<file path="config.mk">
export PLATFORM = sky130hd
export DESIGN_NAME = rect_fill_engine
export DESIGN_NICKNAME = d
export VERILOG_FILES = /design/src/rtl/rect_fill_engine.sv
export SDC_FILE = /design/constraint.sdc
export NUM_CORES = 1
export LEC_CHECK = 0
export BUFFER_PORTS_ARGS = -buffer_cell sky130_fd_sc_hd__buf_2
export CORE_MARGIN = 1.5
export CORE_UTILIZATION = 58
export CTS_CLUSTER_SIZE = 25
export DETAILED_ROUTE_END_ITERATION = 6
export MAX_ROUTING_LAYER = met4
export PLACE_DENSITY = 0.81
export SYNTH_ARGS = -nofsm -noshare
export SYNTH_HDL_FRONTEND = slang
export SYNTH_SLANG_ARGS = --single-unit
</file>
<file path="constraint.sdc">
create_clock -name Clock -period 3.58 [get_ports Clock]
set_input_delay 0.537 -clock Clock [delete_from_list [all_inputs] [get_ports Clock]]
set_output_delay 0.537 -clock Clock [all_outputs]
set_load 0.01 [all_outputs]
</file>
<file path="src/rtl/rect_fill_engine.sv">
// Rectangle rasterizer: takes one clipped fill command over valid/ready and
// streams row-major pixel writes to the vga_adapter write port.
module rect_fill_engine #(
  parameter int nX          = 10,
  parameter int nY          = 9,
  parameter int COLOR_DEPTH = 9,
  parameter int X_MAX       = 640,
  parameter int Y_MAX       = 480
) (
  input  logic                   Clock,
  input  logic                   Resetn,
  input  logic                   cmd_valid,
  output logic                   cmd_ready,
  input  logic [nX-1:0]          cmd_x,
  input  logic [nY-1:0]          cmd_y,
  input  logic [nX-1:0]          cmd_w,
  input  logic [nY-1:0]          cmd_h,
  input  logic [COLOR_DEPTH-1:0] cmd_color,
  output logic [nX-1:0]          pix_x,
  output logic [nY-1:0]          pix_y,
  output logic [COLOR_DEPTH-1:0] pix_color,
  output logic                   pix_write,
  output logic                   busy,
  output logic                   done
);

  typedef enum logic [1:0] {IDLE, SETUP, DRAW, DONE} state_t;

  localparam logic [nX:0] X_LIM = (nX+1)'(X_MAX);
  localparam logic [nY:0] Y_LIM = (nY+1)'(Y_MAX);

  state_t                 state;
  logic [nX-1:0]          x_q;
  logic [nX-1:0]          w_q;
  logic [nY-1:0]          y_q;
  logic [nY-1:0]          h_q;
  logic [COLOR_DEPTH-1:0] color_q;
  logic [nX:0]            x_last;
  logic [nY:0]            y_last;
  logic                   empty;
  logic                   col_last;
  logic                   row_last;

  // Sums are formed one bit wider than the operands so they cannot wrap.
  function automatic logic [nX:0] sat_x(input logic [nX-1:0] org, input logic [nX-1:0] len);
    logic [nX:0] s;
    s = {1'b0, org} + {1'b0, len};
    return (s > X_LIM) ? X_LIM : s;
  endfunction

  function automatic logic [nY:0] sat_y(input logic [nY-1:0] org, input logic [nY-1:0] len);
    logic [nY:0] s;
    s = {1'b0, org} + {1'b0, len};
    return (s > Y_LIM) ? Y_LIM : s;
  endfunction

  assign cmd_ready = (state == IDLE);
  assign busy      = (state != IDLE);

  assign empty    = (w_q == '0) || (h_q == '0) ||
                    ({1'b0, x_q} >= X_LIM) || ({1'b0, y_q} >= Y_LIM);
  assign col_last = ({1'b0, pix_x} == x_last);
  assign row_last = ({1'b0, pix_y} == y_last);

  // Command latch and clipped last coordinates; pure data, no reset needed.
  always_ff @(posedge Clock) begin
    if (state == IDLE && cmd_valid) begin
      x_q     <= cmd_x;
      y_q     <= cmd_y;
      w_q     <= cmd_w;
      h_q     <= cmd_h;
      color_q <= cmd_color;
    end
    if (state == SETUP) begin
      x_last <= sat_x(x_q, w_q) - (nX+1)'(1);
      y_last <= sat_y(y_q, h_q) - (nY+1)'(1);
    end
  end

  // The pixel output registers double as the column/row counters.
  always_ff @(posedge Clock or negedge Resetn) begin
    if (!Resetn) begin
      state     <= IDLE;
      pix_x     <= '0;
      pix_y     <= '0;
      pix_color <= '0;
      pix_write <= 1'b0;
      done      <= 1'b0;
    end else begin
      case (state)
        IDLE: begin
          if (cmd_valid) state <= SETUP;
        end
        SETUP: begin
          if (empty) begin
            done  <= 1'b1;
            state <= DONE;
          end else begin
            pix_x     <= x_q;
            pix_y     <= y_q;
            pix_color <= color_q;
            pix_write <= 1'b1;
            state     <= DRAW;
          end
        end
        DRAW: begin
          if (col_last && row_last) begin
            pix_write <= 1'b0;
            done      <= 1'b1;
            state     <= DONE;
          end else if (col_last) begin
            pix_x <= x_q;
            pix_y <= pix_y + nY'(1);
          end else begin
            pix_x <= pix_x + nX'(1);
          end
        end
        DONE: begin
          done  <= 1'b0;
          state <= IDLE;
        end
        default: state <= IDLE;
      endcase
    end
  end

endmodule

</file>
# --- Word-level counts from Yosys, hierarchy flattened ---
# Index checks and enable logic that the tools add are counted.
# W data, S select, Z words.
op_classes:
  addsub: 6
  n_lt_le_gt_ge: 4
  n_eq_ne: 11
  n_mux: 20
  bitwise: 1
  reduce_logical: 17
op_table:
  columns: ["cell", "n"]
  rows:
  - ["$mux W10", 4]
  - ["$mux W9", 3]
  - ["$pmux W10 S2", 1]
  - ["$pmux W9 S2", 1]
  - ["$ne A2 B2 Y1 const B", 6]
  - ["$add A10 B10 Y11", 1]
  - ["$eq A10 B11 Y1", 1]
  - ["$gt A11 B10 Y1 const B", 1]
  - ["$mux W11", 1]
  - ["$sub A11 B1 Y11 const B", 1]
  - ["$add A10 B1 Y10 const B", 1]
  - ["$add A9 B9 Y10", 1]
  - ["$eq A9 B10 Y1", 1]
  - ["$ge A10 B10 Y1 const B", 1]
  - ["$gt A10 B9 Y1 const B", 1]
  - ["$logic_not A10 Y1", 1]
  - ["$sub A10 B1 Y10 const B", 1]
  - ["$add A9 B1 Y9 const B", 1]
  - ["$ge A9 B9 Y1 const B", 1]
  - ["$logic_not A9 Y1", 1]
  - ["$reduce_and A3 Y1", 3]
  - ["$pmux W2 S4", 1]
  - ["$mux W1", 5]
  - ["$eq A2 B2 Y1 const B", 2]
  - ["other kinds (12)", 18]
totals:
  reg_bits: 100
  in_bits: 50
  out_inout_bits: 32
  wordCells: 72

# --- Depth between registers and ports, before layout ---
# Gate-level depths: netlist of the first run.
logic_depth:
  ltp_word: 6
  ltp_mapped: 16
  mapped_depth_nobuf: 15

# --- Least setup slack after synthesis of the first run ---
# Ideal clock, no wire load.
synth_path:
  path_type: "register to register"
  start: "reg x_q[0]"
  end: "reg x_last[8] (data pin)"
  setup_time_ps: 260
  arrival_time_ps: 2994
  required_time_ps: 3320
  slack_ps: 326
  stages_incl_launch_ff: 16
  synth_period_minus_slack_ps: 3254
  path_cell_list: "edfxtp_1 > ha_1 > inv_1 > fa_1 > nand2b_1 > a21oi_1 > or2_0 > clkbuf_1 > xnor2_2 > a31oi_1 > o21ai_2 > nand2b_1 > ha_1 > and3_1 > nand3_1 > mux2_2"
synth_via:
  elab_chain_cells: 4
synth_rtl:
  columns: ["element", "line_no", "text"]
  rows:
  - ["start, declared", "33", "logic [nX-1:0] x_q;"]
  - ["start signal, assigned", "68", "x_q <= cmd_x;"]
  - ["$add A10 B10 Y11 (*)", "47", "s = {1'b0, org} + {1'b0, len};"]
  - ["$gt A11 B10 Y1", "48", "return (s > X_LIM) ? X_LIM : s;"]
  - ["$mux W11 (*)", "48", null]
  - ["$sub A11 B1 Y11 (*)", "75", "x_last <= sat_x(x_q, w_q) - (nX+1)'(1);"]
  - ["end signal, assigned", "75", null]
  - ["end, declared", "38", "logic [nX:0] x_last;"]
# Every way passes the cells marked *; elsewhere a longest branch is shown, timed or not.
# A chain may end at the register's enable or synchronous reset.

# --- Worst setup path in the final report of the first run ---
layout_path:
  start: "reg x_q[4]"
  end: "reg x_last[8] (data pin)"
# The elaborated chain is that of the path after synthesis.

==> flow_summary.json, run 1 <==
{
  "status": "complete, no violations",
  "netlist_area_sq_um": 5518,
  "synth_warnings": 0,
  "crit_fanout": 5,
  "drv_cap": 0,
  "insertedDiodeCount": 0,
  "overflow": 0,
  "finalHoldViolCount": 0,
  "synth_seq_cells": 100,
  "grt_usage": 0.2491,
  "clock-root-buffer": "clkbuf_8",
  "avgViaCountPerCell": 5.905,
  "synth_edf_count": 68,
  "die_h_microns": 100.5,
  "core_area_sq_um": 9240,
  "syn_inst": 492,
  "rows": 35,
  "max_freq_mhz": 294.4,
  "setup_tns_ns": 0,
  "numCtsBuffers": 9,
  "layout-drive-gt1-share": 0.2445,
  "clock_path_buffers": 2,
  "synth_area_leaders": "edfxtp_1, dfrtp_1, ha_1",
  "io_buffers": 81,
  "die_area_sq_um": 10110,
  "critical_path.cell_chain": "ha_1 -> a21o_1 -> a21o_1 -> or2_4 -> xnor2_2 -> a31oi_1 -> o21ai_2 -> nand2b_1 -> ha_1 -> and3_1 -> nand3_1 -> mux2_2",
  "routabilityCongestion": 0.9299,
  "fin_worst_skew_ns": 0.01779,
  "crit_family": "compound AO/OA/AOI/OAI gates",
  "insertion_delay_ns": 0.37,
  "layout.nets": 663,
  "power_density_nw_per_um2": 847.3,
  "end_kind": "register",
  "synthDistinctLibCells": 71,
  "clock_sinks": 100,
  "path_class": "reg -> reg",
  "arrival_ns": 3.52,
  "drcViolationCount": 0,
  "areaGrowthSynthToFinish_pct": 15.15,
  "synthArstFlopShare": 0.3200,
  "finalCritPeriodShare": 0.9488,
  "yosys.area.top_type": "edfxtp_1",
  "start_util": 0.5972,
  "num_vias": 4240,
  "cts.clk_slew.worst_paths_ns": 0.11,
  "yosysTopAreaCellShare": 0.3701,
  "synth_top_flop_cell": "edfxtp_1",
  "min_period_ns": 3.397,
  "syn_avg_cell_area_sq_um": 11.22,
  "ir_drop_mv": 0.4006,
  "cts_tree": "done",
  "antenna_found_initial": 0,
  "setup.worst_path.start_class": "register",
  "synth_common_cells": "edfxtp_1, nand2_1, a21oi_1, nor2_1, dfrtp_1",
  "dr.pass1.iters": 4,
  "synth_most_common_cell": "edfxtp_1",
  "worst_slew_pin_slew_ns": 1.049,
  "dp_hpwl_mm": 8.931,
  "slew_headroom": 0.3005,
  "rsz0062_at_grt": "yes",
  "critical_path_required_ns": 3.71,
  "setup_viol": 0,
  "grt_pass1_vias": 3995,
  "slowest_stage": "edfxtp_1",
  "grt_max_degree": 48,
  "drtIter0Drc": 203,
  "place_ws_ns": 0.08071,
  "worst_slack_ns": 0.1834,
  "antenna_left": 0,
  "critPathBufInv": 0,
  "maxSlewViolCount": 0,
  "cp_slowest_stage_delay_ns": 0.47,
  "ioPinCount": 82,
  "hp-class": "in -> async",
  "h-tree-depth": 3,
  "syn_nets": 571,
  "wl_per_cell_microns": 16.46,
  "chipWidth_microns": 100.5,
  "grt_pass1_wl_mm": 18.83,
  "seq_area_frac_synth": 0.5152,
  "leakagePower_nw": 2.538,
  "drt_wl_total_mm": 11.82
}
logic make-up (layout without fill, tap and decap cells):
| logic type | after synthesis | in the layout | share of synthesized area |
|---|---|---|---|
| AO/OA/AOI/OAI | 126 | 126 | 0.1497 |
| XOR/XNOR | 37 | 37 | 0.06009 |
| adder cells (fa/ha/maj) | 29 | 29 | 0.06848 |
| buffers and inverters | 26 | 123 | 0.02041 |
| flip-flops | 100 | 100 | 0.5152 |
| multiplexers | 18 | 18 | 0.03560 |
| AND/OR/NAND/NOR | 156 | 156 | 0.1506 |
routing by layer:
layer	GRT usage	part of all wire	vias up
met2	0.3857	0.47	167
met3	0.04230	0.061	29
li1	-	-	2030
met5	-	0	-
met1	0.3312	0.45	2014
met4	0.09751	0.025	0
registers in the layout (all words and copies together) (netlist names):
signal	count
pix_color	9
color_q	9
h_q	9
x_q	10
pix_y	9
pix_write	1
state	2
y_q	9
w_q	10
y_last	10
pix_x	10
x_last	11
done	1
placed cells by master (no fill, tap or decap), drive strengths merged, types with 4 or more instances in the layout:
| cell | synthesis | layout |
|---|---|---|
| nand2b | 5 | 5 |
| nand2 | 37 | 37 |
| o21ai | 27 | 27 |
| nor4 | 5 | 5 |
| mux2i | 5 | 5 |
| o22ai | 5 | 5 |
| dfrtp | 32 | 32 |
| nor3 | 9 | 9 |
| xnor2 | 19 | 19 |
| ha | 27 | 27 |
| inv | 14 | 16 |
| or4 | 4 | 4 |
| and2 | 5 | 5 |
| buf | 7 | 92 |
| nand3 | 23 | 23 |
| nor2 | 36 | 36 |
| o21a | 6 | 6 |
| a211oi | 6 | 6 |
| nand4 | 5 | 5 |
| edfxtp | 68 | 68 |
| and3 | 5 | 5 |
| a31oi | 9 | 9 |
| a21oi | 38 | 38 |
| clkbuf | 4 | 10 |
| mux2 | 13 | 13 |
| a21o | 10 | 10 |
| xor2 | 18 | 18 |
power by group:
group	leakage (nW)	switching, mW	internal, mW	total (mW)
Combinational	1.45	1.48	1.10	2.59
Clock	0.0975	0.401	0.331	0.732
Sequential	0.992	0.343	1.72	2.06
worst paths after layout:
path | from | to | cells after the start | slack (ns)
min in group Clock | cmd_y[3] | y_q[3]$_DFFE_PP_ | 1 | 0.34
hold reg to reg | color_q[4]$_DFFE_PP_ | pix_color[4]$_DFFE_PN0P_ | 1 | 0.49
hold / removal | Resetn | pix_color[2]$_DFFE_PN0P_ | 1 | 0.22
max in group asynchronous | Resetn | pix_x[0]$_DFFE_PN0P_ | 1 | 2.90
setup reg to reg | x_q[4]$_DFFE_PP_ | x_last[8]$_DFFE_PN_ | 12 | 0.18
setup / recovery | x_q[4]$_DFFE_PP_ | x_last[8]$_DFFE_PN_ | 12 | 0.18
area by class of cell:
class | count | area, sq um
Tap cell | 129 | 161.4
Clock inverter | 6 | 72.57
Sequential cell | 100 | 2843
Clock buffer | 10 | 127.6
Fill cell | 699 | 2887
Inverter | 15 | 56.30
Multi-Input combinational cell | 366 | 2605
Timing Repair Buffer | 92 | 488.0
stage by stage:
stage                     power (mW)    util  hold slack [ns]  area, sq um  cells
final                          5.384  0.6876           0.2154         6354    718
after global routing           5.778  0.6876           0.2691         6354    718
after CTS                      5.304  0.6807           0.2452         6290    715
after detailed placement       4.574  0.6590           0.4676         6090    699
after global placement         4.460  0.6590           0.4605         6090    699
after floorplan                3.884       -           0.2414         5518    492
timing repair:
action,CTS,global route
resized for setup,0,9
buffers inserted,0,3
endpoints found under the setup margin,0,5
hold buffers,0,0
Note: power is estimated with default switching activity, not from simulation.
==> run 2: changes to the inputs <==
Settings changed: CORE_UTILIZATION 58 to 45, PLACE_DENSITY 0.81 to 0.65.
==> run 2 against run 1 <==
Effect of this change:
- clock skew is 0.011 ns lower
- clock power grew 39%
- fmax is 1.5% lower
- hold slack gained 0.033 ns
- register-to-register slack got worse by 0.05 ns
- core utilization decreased by 14 points
- critical path depth grew 3
- critical endpoint is now y_last[8]$_DFFE_PN_
- combinational power about the same
- via count decreased by 3.9%
- count of clock-buffer cells in the layout is 1 higher
==> flow_summary.json, run 2 (synthesis results as in run 1) <==
{
  "setup.worst_path.start_class": "register",
  "rows": 40,
  "grt_pass1_vias": 3725,
  "hold_buffers": 0,
  "overflow": 0,
  "chipWidth_microns": 113.7,
  "cts_tree": "done",
  "use_met1": 0.2554,
  "drcViolationCount": 0,
  "layout.nets": 663,
  "die_h_microns": 113.7,
  "endpoint": "y_last[8]$_DFFE_PN_",
  "setup_tns_ns": 0,
  "r2r_cells": 15,
  "num-fill-cells": 1053,
  "slew_headroom": 0.2782,
  "crit_start": "y_q[0]$_DFFE_PP_",
  "grt_pass1_wl_mm": 18.50,
  "drt_wl_total_mm": 11.70,
  "dr.pass1.iters": 7,
  "most-common-layout-cells": "buf_2, edfxtp_1, nand2_1",
  "clock_sinks": 100,
  "end_kind": "register",
  "min_period_ns": 3.449,
  "antenna_found_initial": 0,
  "h-tree-depth": 3,
  "ir_drop_mv": 0.3654,
  "r2r_start": "y_q[0]$_DFFE_PP_",
  "wl_per_cell_microns": 15.90,
  "max_freq_mhz": 290.0,
  "crit_fanout": 4,
  "maxSlewViolCount": 0,
  "io_buffers": 81,
  "finalCritPeriodShare": 0.9633,
  "finalHoldViolCount": 0,
  "layout-drive-gt1-share": 0.2445,
  "grt_max_degree": 48,
  "final-seq-area_sq_um": 2843,
  "ioPinCount": 82,
  "dp_hpwl_mm": 8.752,
  "multi_input_area_sq_um": 2613,
  "grt.busiest_layer": "met2",
  "finalPower_mw": 5.654,
  "setup_viol": 0,
  "grt_use_met2": 0.2948,
  "die_area_sq_um": 12930,
  "antenna_left": 0,
  "drtIter0Drc": 267,
  "drv_cap": 0,
  "insertedDiodeCount": 0,
  "fin_area_sq_um": 6505,
  "hp-class": "in -> async",
  "regToRegSetupSlack_ns": 0.13,
  "power_density_nw_per_um2": 869.2,
  "fin_worst_skew_ns": 0.006368,
  "clock_path_buffers": 2,
  "cts.clk_slew.worst_paths_ns": 0.07,
  "areaGrowthSynthToFinish_pct": 17.89,
  "fin_hold_ws_ns": 0.2485,
  "routabilityCongestion": 0.8282,
  "critical_path_required_ns": 3.68,
  "use_met3": 0.04888,
  "num_vias": 4075,
  "grt_usage": 0.1924,
  "path_class": "reg -> reg",
  "arrival_ns": 3.55,
  "leakagePower_nw": 2.597,
  "insertion_delay_ns": 0.35,
  "clock-root-buffer": "clkbuf_16",
  "numCtsBuffers": 9,
  "top_register": "x_last",
  "final_common_cell": "buf_2",
  "start_util": 0.4613,
  "largest_reg_flops": 11,
  "status": "complete, no violations",
  "core_area_sq_um": 11960,
  "rr_endpoint": "y_last[8]$_DFFE_PN_",
  "dpl_cell_area_sq_um": 6120,
  "avgViaCountPerCell": 5.537,
  "worst_slew_pin_slew_ns": 1.083
}
run 2: cell types whose count changed in the layout (fill, tap and decap cells not counted), moves of 2 or more:
cell / delta
clkbuf_16: +11
clkbuf_8: -9
clkinv_4: -2
inv_8: +2
run 2: through the flow:
step                      cells  setup slack [ns]    util
final                       736            0.1313  0.5438
after floorplan             492            0.3260       -
after global routing        736          -0.08161  0.5438
after CTS                   734           0.06297  0.5385
after detailed placement    718           0.06956  0.5116
after global placement      718            0.2013  0.5116
run 2: per-layer routing:
metal	routed length (microns)	up-vias	share of wire
li1	-	2032	-
met1	5481	1941	0.47
met2	5547	92	0.47
met3	509	10	0.044
met4	162	0	0.014
met5	0	-	0
run 2: how the worst min path moves through the flow:
stage                     cells past startpoint  slack, ns                  endpoint                 start
after detailed placement                      1       0.47  pix_color[2]$_DFFE_PN0P_  color_q[2]$_DFFE_PP_
after CTS                                     1       0.27  pix_color[7]$_DFFE_PN0P_                Resetn
after global routing                          1       0.32  pix_color[7]$_DFFE_PN0P_                Resetn
after global placement                        1       0.46  pix_color[0]$_DFFE_PN0P_  color_q[0]$_DFFE_PP_
final                                         1       0.25      pix_x[0]$_DFFE_PN0P_                Resetn
after floorplan                               0       0.24          done$_DFFE_PN0P_                Resetn
run 2: where the power goes:
group	internal, mW	switching (mW)	leakage [nW]	total [mW]
registers	1.72	0.341	0.992	2.06
logic	1.10	1.47	1.45	2.57
clock network	0.568	0.449	0.152	1.02
run 2: critical path, cell delays in order, from the launching register on:
cell and delay, ns:
edfxtp_1 0.42, ha_1 0.25, inv_1 0.07, fa_1 0.24, nor2b_2 0.07, o21ai_0 0.30
a21oi_1 0.15, o21ai_0 0.27, nand4_1 0.19, o21a_1 0.26, nand2_1 0.11, ha_2 0.21
inv_1 0.09, nor4b_4 0.35, a21o_1 0.16, nand3_1 0.07
run 2: repair_timing:
item                       4_1_cts  5_1_grt
resized for setup                0        9
setup endpoints to repair        0        5
buffers inserted                 0        2
run 2: area by class of cell:
class,count,area share
Multi-Input combinational cell,366,0.4016
Clock buffer,11,0.04232
Inverter,15,0.008656
Sequential cell,100,0.4370
Timing Repair Buffer,92,0.07501
Clock inverter,5,0.007117
Tap cell,147,0.02827
==> run 3: changes to the inputs <==
Settings changed: CTS_BUF_LIST from default to sky130_fd_sc_hd__clkbuf_8, SETUP_SLACK_MARGIN from default to 0.05.
==> run 3 against run 2 <==
Effect of this change:
- die area stayed put
- final cell count is 0.14% higher
- setup slack better by 0.032 ns
- routed wire length is 0.62% lower
- critical path type unchanged
- critical endpoint unchanged
- largest power group unchanged
- highest routed layer unchanged
==> flow_summary.json, run 3 (synthesis results as in run 1) <==
{
  "wl_met1_mm": 5.427,
  "grt_usage": 0.1907,
  "routabilityCongestion": 0.8282,
  "setup_viol": 0,
  "setup.worst_path.start_class": "register",
  "crit_family": "compound AO/OA/AOI/OAI gates",
  "worst_slew_pin_slew_ns": 1.091,
  "io_buffers": 81,
  "path_class": "reg -> reg",
  "drv_cap": 0,
  "status": "complete, no violations",
  "cts.clk_slew.worst_paths_ns": 0.10,
  "antenna_left": 0,
  "largest_reg_flops": 11,
  "end_kind": "register",
  "most-common-layout-cells": "buf_2, edfxtp_1, nand2_1",
  "maxSlewViolCount": 0,
  "drt_wl_total_mm": 11.63,
  "finalHoldViolCount": 0,
  "ir_drop_mv": 0.4980,
  "final_common_cell": "buf_2",
  "rows": 40,
  "drtIter0Drc": 309,
  "start_util": 0.4613,
  "insertion_delay_ns": 0.39,
  "dr_wl_met3_microns": 591,
  "layout.nets": 664,
  "critical_path_required_ns": 3.72,
  "critPathBufInv": 2,
  "cp_slowest_stage_delay_ns": 0.43,
  "wl_per_cell_microns": 15.78,
  "top_layer_used": "met4",
  "h-tree-depth": 3,
  "clock_sinks": 100,
  "clock-root-buffer": "clkbuf_8",
  "antenna_found_initial": 0,
  "cts_tree": "done",
  "place_ws_ns": 0.06956,
  "numCtsBuffers": 9,
  "ioPinCount": 82,
  "overflow": 0,
  "num-fill-cells": 1059,
  "layout-drive-gt1-share": 0.2492,
  "dpl_cell_area_sq_um": 6120,
  "max_freq_mhz": 292.7,
  "r2r_start": "y_q[0]$_DFFE_PP_",
  "fin_area_sq_um": 6430,
  "min_period_ns": 3.417,
  "grt_pass1_wl_mm": 18.42,
  "grt_max_degree": 48,
  "top_register": "x_last",
  "critical_path.cell_chain": "ha_1 -> inv_1 -> fa_1 -> nor2b_2 -> o21ai_0 -> a21oi_1 -> o21ai_0 -> nand4_1 -> o21a_1 -> nand2_1 -> ha_2 -> inv_1 -> nor4b_4 -> a21o_1 -> nand3_1",
  "dp_hpwl_mm": 8.752,
  "num_vias": 4067,
  "grt_pass1_vias": 3717,
  "finalCritPeriodShare": 0.9544,
  "die_area_sq_um": 12930,
  "post-route-util": 0.5376,
  "worst_slack_ns": 0.1631,
  "final-seq-area_sq_um": 2843,
  "areaGrowthSynthToFinish_pct": 16.53,
  "hp-class": "in -> async",
  "crit_fanout": 4,
  "dr_wl_met2_mm": 5.476,
  "crit_start": "y_q[0]$_DFFE_PP_",
  "clock_path_buffers": 2,
  "power_density_nw_per_um2": 850.9,
  "leakagePower_nw": 2.565,
  "drcViolationCount": 0,
  "dr.pass1.iters": 4,
  "die_h_microns": 113.7,
  "core_area_sq_um": 11960,
  "fin_worst_skew_ns": 0.007051,
  "chipWidth_microns": 113.7,
  "arrival_ns": 3.56,
  "multi_input_area_sq_um": 2621,
  "avgViaCountPerCell": 5.518,
  "insertedDiodeCount": 0,
  "slowest_stage": "edfxtp_1",
  "slew_headroom": 0.2729
}
-- run 3: cell count changes in the layout (fill, tap and decap cells not counted), sizes merged --
cell / before / now
bufinv: 0 / 2
clkbuf: 11 / 9
buf: 92 / 93
-- run 3: path summary, 6_finish.rpt --
check / endpoint / slack (ns) / cells past startpoint
setup / recovery: y_last[8]$_DFFE_PN_ / 0.16 / 15
hold / removal: pix_x[2]$_DFFE_PN0P_ / 0.21 / 1
setup reg to reg: y_last[8]$_DFFE_PN_ / 0.16 / 15
hold reg to reg: pix_color[2]$_DFFE_PN0P_ / 0.48 / 1
max in group asynchronous: pix_y[5]$_DFFE_PN0P_ / 2.89 / 1
min in group Clock: x_q[1]$_DFFE_PP_ / 0.32 / 1
-- run 3: repair_timing --
action	in CTS	in global routing
resized for setup	0	11
setup buffers	0	3
hold endpoints to repair	0	0
hold buffers	0	0
setup endpoints to repair	0	6
-- run 3: layer usage --
layer  global-route usage  vias to the layer above
li1                     -                     2034
met1               0.2557                     1924
met2               0.2936                       94
met3              0.04995                       15
met4              0.04250                        0
met5                    -                        -
-- run 3: final cells by class --
cell class / instances / share of cell area
Clock buffer: 9 / 0.01926
Multi-Input combinational cell: 366 / 0.4077
Sequential cell: 100 / 0.4421
Tap cell: 147 / 0.02860
Clock inverter: 7 / 0.01654
Timing Repair Buffer: 93 / 0.07706
Inverter: 15 / 0.008757
-- run 3: worst reg2reg max path, stage by stage, from the launching register on --
cell and delay, ns:
edfxtp_1 0.43, ha_1 0.26, inv_1 0.08, fa_1 0.24
nor2b_2 0.07, o21ai_0 0.30, a21oi_1 0.15, o21ai_0 0.26
nand4_1 0.19, o21a_1 0.26, nand2_1 0.11, ha_2 0.21
inv_1 0.09, nor4b_4 0.30, a21o_1 0.17, nand3_1 0.07
-- run 3: power by group --
part	switching, mW	internal [mW]
combinational	1.47	1.11
clock	0.420	0.405
sequential	0.342	1.72
total	2.23	3.24
-- run 3: stage by stage --
| step | power (mW) | cells | TNS, ns | hold slack [ns] |
|---|---|---|---|---|
| finish | 5.471 | 737 | 0 | 0.2094 |
| floorplan | 3.884 | 492 | 0 | 0.2414 |
| CTS | 5.436 | 734 | 0 | 0.2245 |
| global placement | 4.513 | 718 | 0 | 0.4601 |
| global route | 5.883 | 737 | -0.1233 | 0.2702 |
| detailed placement | 4.596 | 718 | 0 | 0.4656 |
